`src/rtl/lcd_seq_ctrl.sv`:
```
// lcd_seq_ctrl: waits out LCD power-up, runs the HD44780 init list, then feeds chars/clears to the byte writer.
// Optional: define LCD_AUTOWRAP_EN to issue 0xC0 / 0x80 address commands when the cursor reaches 16 / wraps from 31.
module lcd_seq_ctrl #(
    parameter int POWERUP_DELAY = 750000,
    parameter int CMD_DELAY     = 2000,
    parameter int CLEAR_DELAY   = 82000
) (
    input  logic       iCLK,
    input  logic       iRST_N,
    input  logic [7:0] iChar,
    input  logic       iCharValid,
    output logic       oCharReady,
    input  logic       iClear,
    output logic       oInitDone,
    output logic [7:0] oDATA,
    output logic       oRS,
    output logic       oStart,
    input  logic       iDone
);
    typedef enum logic [2:0] {PWR_WAIT, ISSUE, WAIT_DONE, DELAY, IDLE} state_t;
    typedef enum logic [1:0] {SRC_INIT, SRC_USER, SRC_WRAP} src_t;

    localparam logic [19:0] PWR_LAST = 20'(POWERUP_DELAY - 1);
    localparam logic [19:0] CMD_LAST = 20'(CMD_DELAY - 1);
    localparam logic [19:0] CLR_LAST = 20'(CLEAR_DELAY - 1);

    state_t      state_q;
    src_t        src_q;
    logic [19:0] cnt_q;
    logic [4:0]  cursor_q;
    logic [4:0]  cursor_d;
    logic [2:0]  init_idx_q;
    logic [7:0]  data_q;
    logic        rs_q;
    logic        start_q;
    logic        init_done_q;
    logic        done_q;
    logic [19:0] delay_last;
    logic        done_rise;

    function automatic logic [7:0] init_cmd(input logic [2:0] idx);
        case (idx)
            3'd0:    return 8'h38;
            3'd1:    return 8'h0C;
            3'd2:    return 8'h01;
            3'd3:    return 8'h06;
            default: return 8'h80;
        endcase
    endfunction

    assign cursor_d   = cursor_q + 5'd1;
    // Only the clear command needs the long settle time; a data byte of 0x01 is an ordinary write.
    assign delay_last = (data_q == 8'h01 && !rs_q) ? CLR_LAST : CMD_LAST;
    assign done_rise  = iDone && !done_q;

    assign oCharReady = (state_q == IDLE) && !iClear;
    assign oInitDone  = init_done_q;
    assign oDATA      = data_q;
    assign oRS        = rs_q;
    assign oStart     = start_q;

    // NOTE: all state updates use <= so every branch sees the pre-edge values of the other registers.
    always_ff @(posedge iCLK or negedge iRST_N) begin
        if (!iRST_N) begin
            state_q     <= PWR_WAIT;
            src_q       <= SRC_INIT;
            cnt_q       <= '0;
            cursor_q    <= '0;
            init_idx_q  <= '0;
            data_q      <= '0;
            rs_q        <= 1'b0;
            start_q     <= 1'b0;
            init_done_q <= 1'b0;
            done_q      <= 1'b0;
        end else begin
            done_q  <= iDone;
            start_q <= 1'b0;
            case (state_q)
                PWR_WAIT: begin
                    if (cnt_q == PWR_LAST) begin
                        cnt_q      <= '0;
                        init_idx_q <= 3'd0;
                        data_q     <= init_cmd(3'd0);
                        rs_q       <= 1'b0;
                        src_q      <= SRC_INIT;
                        state_q    <= ISSUE;
                    end else begin
                        cnt_q <= cnt_q + 20'd1;
                    end
                end
                ISSUE: begin
                    start_q <= 1'b1;
                    state_q <= WAIT_DONE;
                end
                WAIT_DONE: begin
                    if (done_rise) begin
                        cnt_q   <= '0;
                        state_q <= DELAY;
                    end
                end
                DELAY: begin
                    if (cnt_q == delay_last) begin
                        cnt_q <= '0;
                        case (src_q)
                            SRC_INIT: begin
                                if (init_idx_q == 3'd4) begin
                                    init_done_q <= 1'b1;
                                    state_q     <= IDLE;
                                end else begin
                                    init_idx_q <= init_idx_q + 3'd1;
                                    data_q     <= init_cmd(init_idx_q + 3'd1);
                                    state_q    <= ISSUE;
                                end
                            end
                            SRC_USER: begin
                                state_q <= IDLE;
                                if (rs_q) begin
                                    cursor_q <= cursor_d;
`ifdef LCD_AUTOWRAP_EN
                                    if (cursor_d == 5'd16 || cursor_d == 5'd0) begin
                                        data_q  <= (cursor_d == 5'd16) ? 8'hC0 : 8'h80;
                                        rs_q    <= 1'b0;
                                        src_q   <= SRC_WRAP;
                                        state_q <= ISSUE;
                                    end
`endif
                                end
                            end
                            default: state_q <= IDLE;
                        endcase
                    end else begin
                        cnt_q <= cnt_q + 20'd1;
                    end
                end
                IDLE: begin
                    if (iClear) begin
                        data_q   <= 8'h01;
                        rs_q     <= 1'b0;
                        cursor_q <= '0;
                        src_q    <= SRC_USER;
                        state_q  <= ISSUE;
                    end else if (iCharValid) begin
                        data_q  <= iChar;
                        rs_q    <= 1'b1;
                        src_q   <= SRC_USER;
                        state_q <= ISSUE;
                    end
                end
                default: state_q <= PWR_WAIT;
            endcase
        end
    end
endmodule

```
`config.mk`:
```
export PLATFORM = sky130hd
export DESIGN_NAME = lcd_seq_ctrl
export DESIGN_NICKNAME = d
export VERILOG_FILES = /design/src/rtl/lcd_seq_ctrl.sv
export SDC_FILE = /design/constraint.sdc
export NUM_CORES = 1
export LEC_CHECK = 0
export BUFFER_PORTS_ARGS = -buffer_cell sky130_fd_sc_hd__buf_2
export CORE_MARGIN = 10
export CORE_UTILIZATION = 35
export CTS_BUF_LIST = sky130_fd_sc_hd__clkbuf_4 sky130_fd_sc_hd__clkbuf_8
export CTS_CLUSTER_DIAMETER = 100
export DETAILED_ROUTE_END_ITERATION = 12
export SYNTH_ARGS = -nofsm -noshare
export SYNTH_HDL_FRONTEND = slang
export SYNTH_SLANG_ARGS = --single-unit
export TNS_END_PERCENT = 1
```
`constraint.sdc`:
```
create_clock -name iCLK -period 2.5 [get_ports iCLK]
set_clock_uncertainty 0.1 [all_clocks]
set_input_delay 0.5 -clock iCLK [delete_from_list [all_inputs] [get_ports iCLK]]
set_output_delay 0.5 -clock iCLK [all_outputs]
set_load 0.02 [all_outputs]
```
==> flow_summary.ini, run 1 <==
[cells_and_area]
final_area_mm2 = 0.00258
instances_no_fill = 355
area_growth_pct = 17.8
regArea_um2 = 976
final_net_count = 298
nFillCells = 605
diodes = 0
multiInputGateArea_mm2 = 0.00115
drive_gt1_share_pct = 18.9

[yosys]
yosysTopAreaCell = dfrtp_1
yosysMostFrequentCell = dfrtp_1
ys_seq_area_share_pct = 44.6
ys_ff_latch = 39
synthArstFlopShare_pct = 100
syn-mean-instance-area_um2 = 9.01
synth_common_cells = dfrtp_1 (39), nor2_1 (36), nand2_1 (20)
synthTopCellsByArea = dfrtp_1 (45%), nor2_1 (6.2%), a21oi_1 (3.7%), ha_1 (3.4%), nand2_1 (3.4%)
ys_types = 49
synth_top_area_share_pct = 44.6
ys.flop_type = dfrtp_1
synth-edff-count = 0
syn-cell-area_mm2 = 0.00219
syn_nets = 262
yosys_warnings = 0
syn_inst = 243

[flow_run]
cap_violations = 0

[clock_network]
cts.path.max_buffers = 2
postCtsSetupBuffers = 0
cts.sinks = 39
worstSkewPairLatency_ns = 0.30
cts_tree = built
cts_root_buf = clkbuf_8
clkTransAtPathRegs_ns = 0.08
cts_buffers = 5
cts-htree-levels = 2
cts_hold_buf = 0

[drt]
first_pass_iters = 4
drt-initial-drc-count = 102
route.vias.total = 1870
drc = 0
antenna_left = 0
via_per_inst = 5.27
wl_per_cell_um = 15.3
wl_mm = 5.44

[timing]
final-hold-violation-count = 0
clock.fmax_mhz = 445
setup_viol = 0
rsz0062_at_grt = no
period_share_pct = 89.8
fin_crit_ns = 2.25
finalSetupTns_ns = 0
tightestPinTransition_ns = 0.630
slew_viol_final = 0
relSlewSlack_pct = 58.0

[setup_path]
critPathSlowestCell = or4b_1
cp_cell_sequence = or4b_1, nor3_2, and2_1, a21oi_1, nor2_1, buf_4, o32ai_1
cp.required_ns = 2.58
cpPeakStageDelay_ns = 0.57
path_buf_inv = 1
crit_cells = 7
worstReg2RegEnd = cnt_q[13]
critical_path.max_fanout = 7
r2r_cells = 7
crit_family = simple AND/OR/NAND/NOR gates
r2r-start = cnt_q[5]
crit_path_end_kind = register
r2r_slack_ns = 0.25
worstPathArrival_ns = 2.33
crit_type = register to register
start_kind = register

[place]
gp_congestion = 0.820
dp_cells = 347
dp_hpwl_mm = 4.13
place_area_mm2 = 0.00245
io_buffers = 24

[grt]
antenna_found_initial = 0
overflow = 0
grt_max_degree = 28
grt_pass1_wl_mm = 9.27
grt_pass1_vias = 1893
grtUsageTotal_pct = 11.5

[floorplan]
fp-row-count = 28
dieArea_mm2 = 0.00981
die_h_um = 99.1
die_width_um = 99.1
start_util_pct = 36.5
core-area_mm2 = 0.00599
pin_count = 25

[power_and_ir_drop]
power.total_mw = 1.24
powerDensity_mw_per_mm2 = 481
ir_drop_uv = 247
leakagePower_nw = 1.17

[hold_path]
min-delay-path-class = primary input to asynchronous set/reset pin

[run_status]
status = complete, no violations
[power breakdown]
part / total, mW / leakage, nW / switching, mW / internal [mW]
Clock: 0.548 / 0.0612 / 0.225 / 0.323
Sequential: 0.641 / 0.467 / 0.00455 / 0.637
Combinational: 0.0505 / 0.638 / 0.0320 / 0.0185
[metrics by stage]
stage | setup WS, ns | util (%) | hold slack, ns
global placement | 0.287 | 41.0 | 0.351
global route | 0.0606 | 43.0 | 0.141
detailed placement | 0.233 | 41.0 | 0.355
CTS | 0.216 | 42.9 | 0.129
finish | 0.254 | 43.0 | 0.114
floorplan | 0.452 | - | 0.104
[cells in the final DEF, fill, tap and decap left out, drive strengths merged, types with 5 or more instances in the layout]
| master | count |
|---|---|
| inv | 8 |
| buf | 36 |
| nand2 | 20 |
| a21oi | 19 |
| nor3 | 6 |
| xor2 | 7 |
| dfrtp | 39 |
| ha | 6 |
| nor2b | 7 |
| nand3 | 14 |
| o21ai | 14 |
| xnor2 | 5 |
| and2 | 5 |
| nor2 | 36 |
| clkbuf | 6 |
[kinds of logic after synthesis]
family / synth area share [%]
simple gates: 24.4
buf+inv: 3.14
flops: 44.6
compound gates: 18.7
xor+xnor: 4.80
mux: 0.972
fa+ha+maj: 3.43
[layout make-up]
cell class	instances	share of cell area [%]
clock buffers	6	3.20
clock inverters	2	1.36
inverters	8	1.16
multi-input cells	189	44.6
flip-flops and latches	39	37.8
well taps	75	3.64
repair buffers	36	8.15
[how the worst max path moves through the flow]
| stage | start | endpoint | slack (ns) |
|---|---|---|---|
| final | cnt_q[5] | cnt_q[13] | 0.25 |
| after floorplan | init_idx_q[0] | oDATA[4] | 0.45 |
| after global routing | cnt_q[4] | cnt_q[18] | 0.06 |
| after global placement | cnt_q[5] | cnt_q[18] | 0.29 |
| after detailed placement | cnt_q[5] | cnt_q[18] | 0.23 |
| after CTS | cnt_q[5] | cnt_q[18] | 0.22 |
[per-layer routing]
| metal | track usage [%] | part of all wire [%] |
|---|---|---|
| met1 | 14.8 | 48 |
| met2 | 17.3 | 45 |
| met3 | 4.26 | 6.3 |
| met4 | 3.75 | 0.81 |
| met5 | 0 | 0 |
[flip-flops by register name, indices dropped and copies added (netlist names)]
name / count
cnt_q: 20
oDATA: 8
init_idx_q: 3
state_q: 3
done_q: 1
oInitDone: 1
oRS: 1
oStart: 1
src_q: 1
[repair_timing]
item / 4_1_cts / 5_1_grt
hold endpoints to repair: 0 / 0
endpoints found under the setup margin: 0 / 1
gates resized for setup: 0 / 1
No activity file was read; power rests on OpenSTA's default activity.
==> run 2: changes to the inputs <==
CTS_CLUSTER_DIAMETER = default   (was 100)
GPL_TIMING_DRIVEN = 0   (was default)
==> flow_summary.ini, run 2 (synthesis results as in run 1) <==
[power_and_ir_drop]
leakagePower_nw = 1.12
power.total_mw = 1.24
ir_drop_uv = 267
powerDensity_mw_per_mm2 = 488

[cells_and_area]
diodes = 0
final_common_cell = dfrtp_1
area_growth_pct = 15.8
nFillCells = 592
largest_reg_flops = 20
final_net_count = 293
layout_common_cells = dfrtp_1 (39), nor2_1 (32), buf_2 (25), nand2_1 (20), a21oi_1 (16)
regMostFlops = cnt_q
drive_gt1_share_pct = 17.5

[timing]
fin_crit_ns = 2.39
rsz0062_at_grt = yes
setup_viol = 0
whs_ns = 0.226
tightestPinTransition_ns = 0.896
relSlewSlack_pct = 40.3
slew_viol_final = 0
period_share_pct = 95.8
clock.fmax_mhz = 418
final-hold-violation-count = 0

[floorplan]
die_h_um = 99.1
start_util_pct = 36.5
dieArea_mm2 = 0.00981
die_width_um = 99.1
fp-row-count = 28
core-area_mm2 = 0.00599
pin_count = 25

[clock_network]
postCtsSetupBuffers = 0
cts.path.max_buffers = 2
cts_buffers = 5
cts.sinks = 39
clkTransAtPathRegs_ns = 0.08
cts_hold_buf = 0
cts_root_buf = clkbuf_8
cts-htree-levels = 2
worstSkewPairLatency_ns = 0.29
cts_tree = built

[drt]
wl_per_cell_um = 15.2
antenna_left = 0
met2WireLength_mm = 2.20
topRoutingLayerUsed = met4
drc = 0
first_pass_iters = 4
via_per_inst = 5.36
wl_mm = 5.31
dr_wl_met3_um = 432
drt-initial-drc-count = 103
route.vias.total = 1876
drt-met1-wl_mm = 2.62

[setup_path]
start_kind = register
r2r_slack_ns = 0.11
critical_path.max_fanout = 9
crit_type = register to register
r2r-start = cnt_q[5]
r2r_cells = 6
crit_path_start = cnt_q[5]
cp.required_ns = 2.55
crit_path_end_kind = register
worstPathArrival_ns = 2.44
worstReg2RegEnd = cnt_q[18]
cp-endpoint = cnt_q[18]

[grt]
antenna_found_initial = 0
grtUsageTotal_pct = 10.6
grt_pass1_wl_mm = 8.80
grt_max_degree = 40
overflow = 0
grt_pass1_vias = 1803

[flow_run]
cap_violations = 0

[hold_path]
min-delay-path-class = primary input to asynchronous set/reset pin

[run_status]
status = complete, no violations

[place]
gp_congestion = 0.855
dp_hpwl_mm = 3.86
io_buffers = 24
run 2: changes by cell type in the layout (fill, tap and decap cells not counted), sizes merged:
cell,previous run,this run
clkbuf,6,10
buf,36,27
run 2: repair_timing:
action | 4_1_cts | 5_1_grt
pin swaps | 0 | 1
gates resized for setup | 2 | 3
setup endpoints to repair | 1 | 20
run 2: power by group:
part	total (mW)	internal (mW)	switching, mW
Clock	0.547	0.323	0.224
Combinational	0.0485	0.0166	0.0320
Sequential	0.642	0.637	0.00474
run 2: final cells by class:
type	count	area [um2]	share of cell area, %
multi-input combinational	189	1160	45.7
sequential	39	976	38.5
timing repair buffer	24	120	4.74
tap	75	93.8	3.70
clock buffer	6	82.6	3.26
buffer	7	38.8	1.53
clock inverter	2	35.0	1.38
inverter	8	30.0	1.18
run 2: critical path, stage by stage, from the launching register on:
cell and delay (ns):
dfrtp_1 0.44, or4b_1 0.56, nor3_2 0.15, and2_1 0.21, a21oi_1 0.18, a21oi_2 0.41, o311ai_0 0.20
run 2: metrics by stage:
step	setup slack [ns]	utilization [%]	std cells	TNS [ns]	area [um2]
2_1_floorplan	0.452	-	243	0	2190
3_3_place_gp	0.0549	40.1	342	0	2400
3_5_place_dp	0.0505	40.1	342	0	2400
4_1_cts	0.0491	42.1	350	0	2520
5_1_grt	-0.0310	42.3	350	-0.0532	2530
6_report	0.105	42.3	350	0	2530
run 2: worst min path at each step:
stage,from,to,slack (ns),cells after the start
detailed placement,oInitDone,oInitDone,0.37,1
floorplan,iRST_N,cnt_q[0],0.10,0
finish,iRST_N,oInitDone,0.23,1
global placement,oInitDone,oInitDone,0.35,1
CTS,iDone,done_q,0.22,1
global route,iDone,done_q,0.21,1
run 2: routing by layer:
layer  GRT usage, %  vias up
met2           15.4       66
li1               -      933
met3           3.91        8
met4           2.65        0
met5              0        -
met1           14.4      869
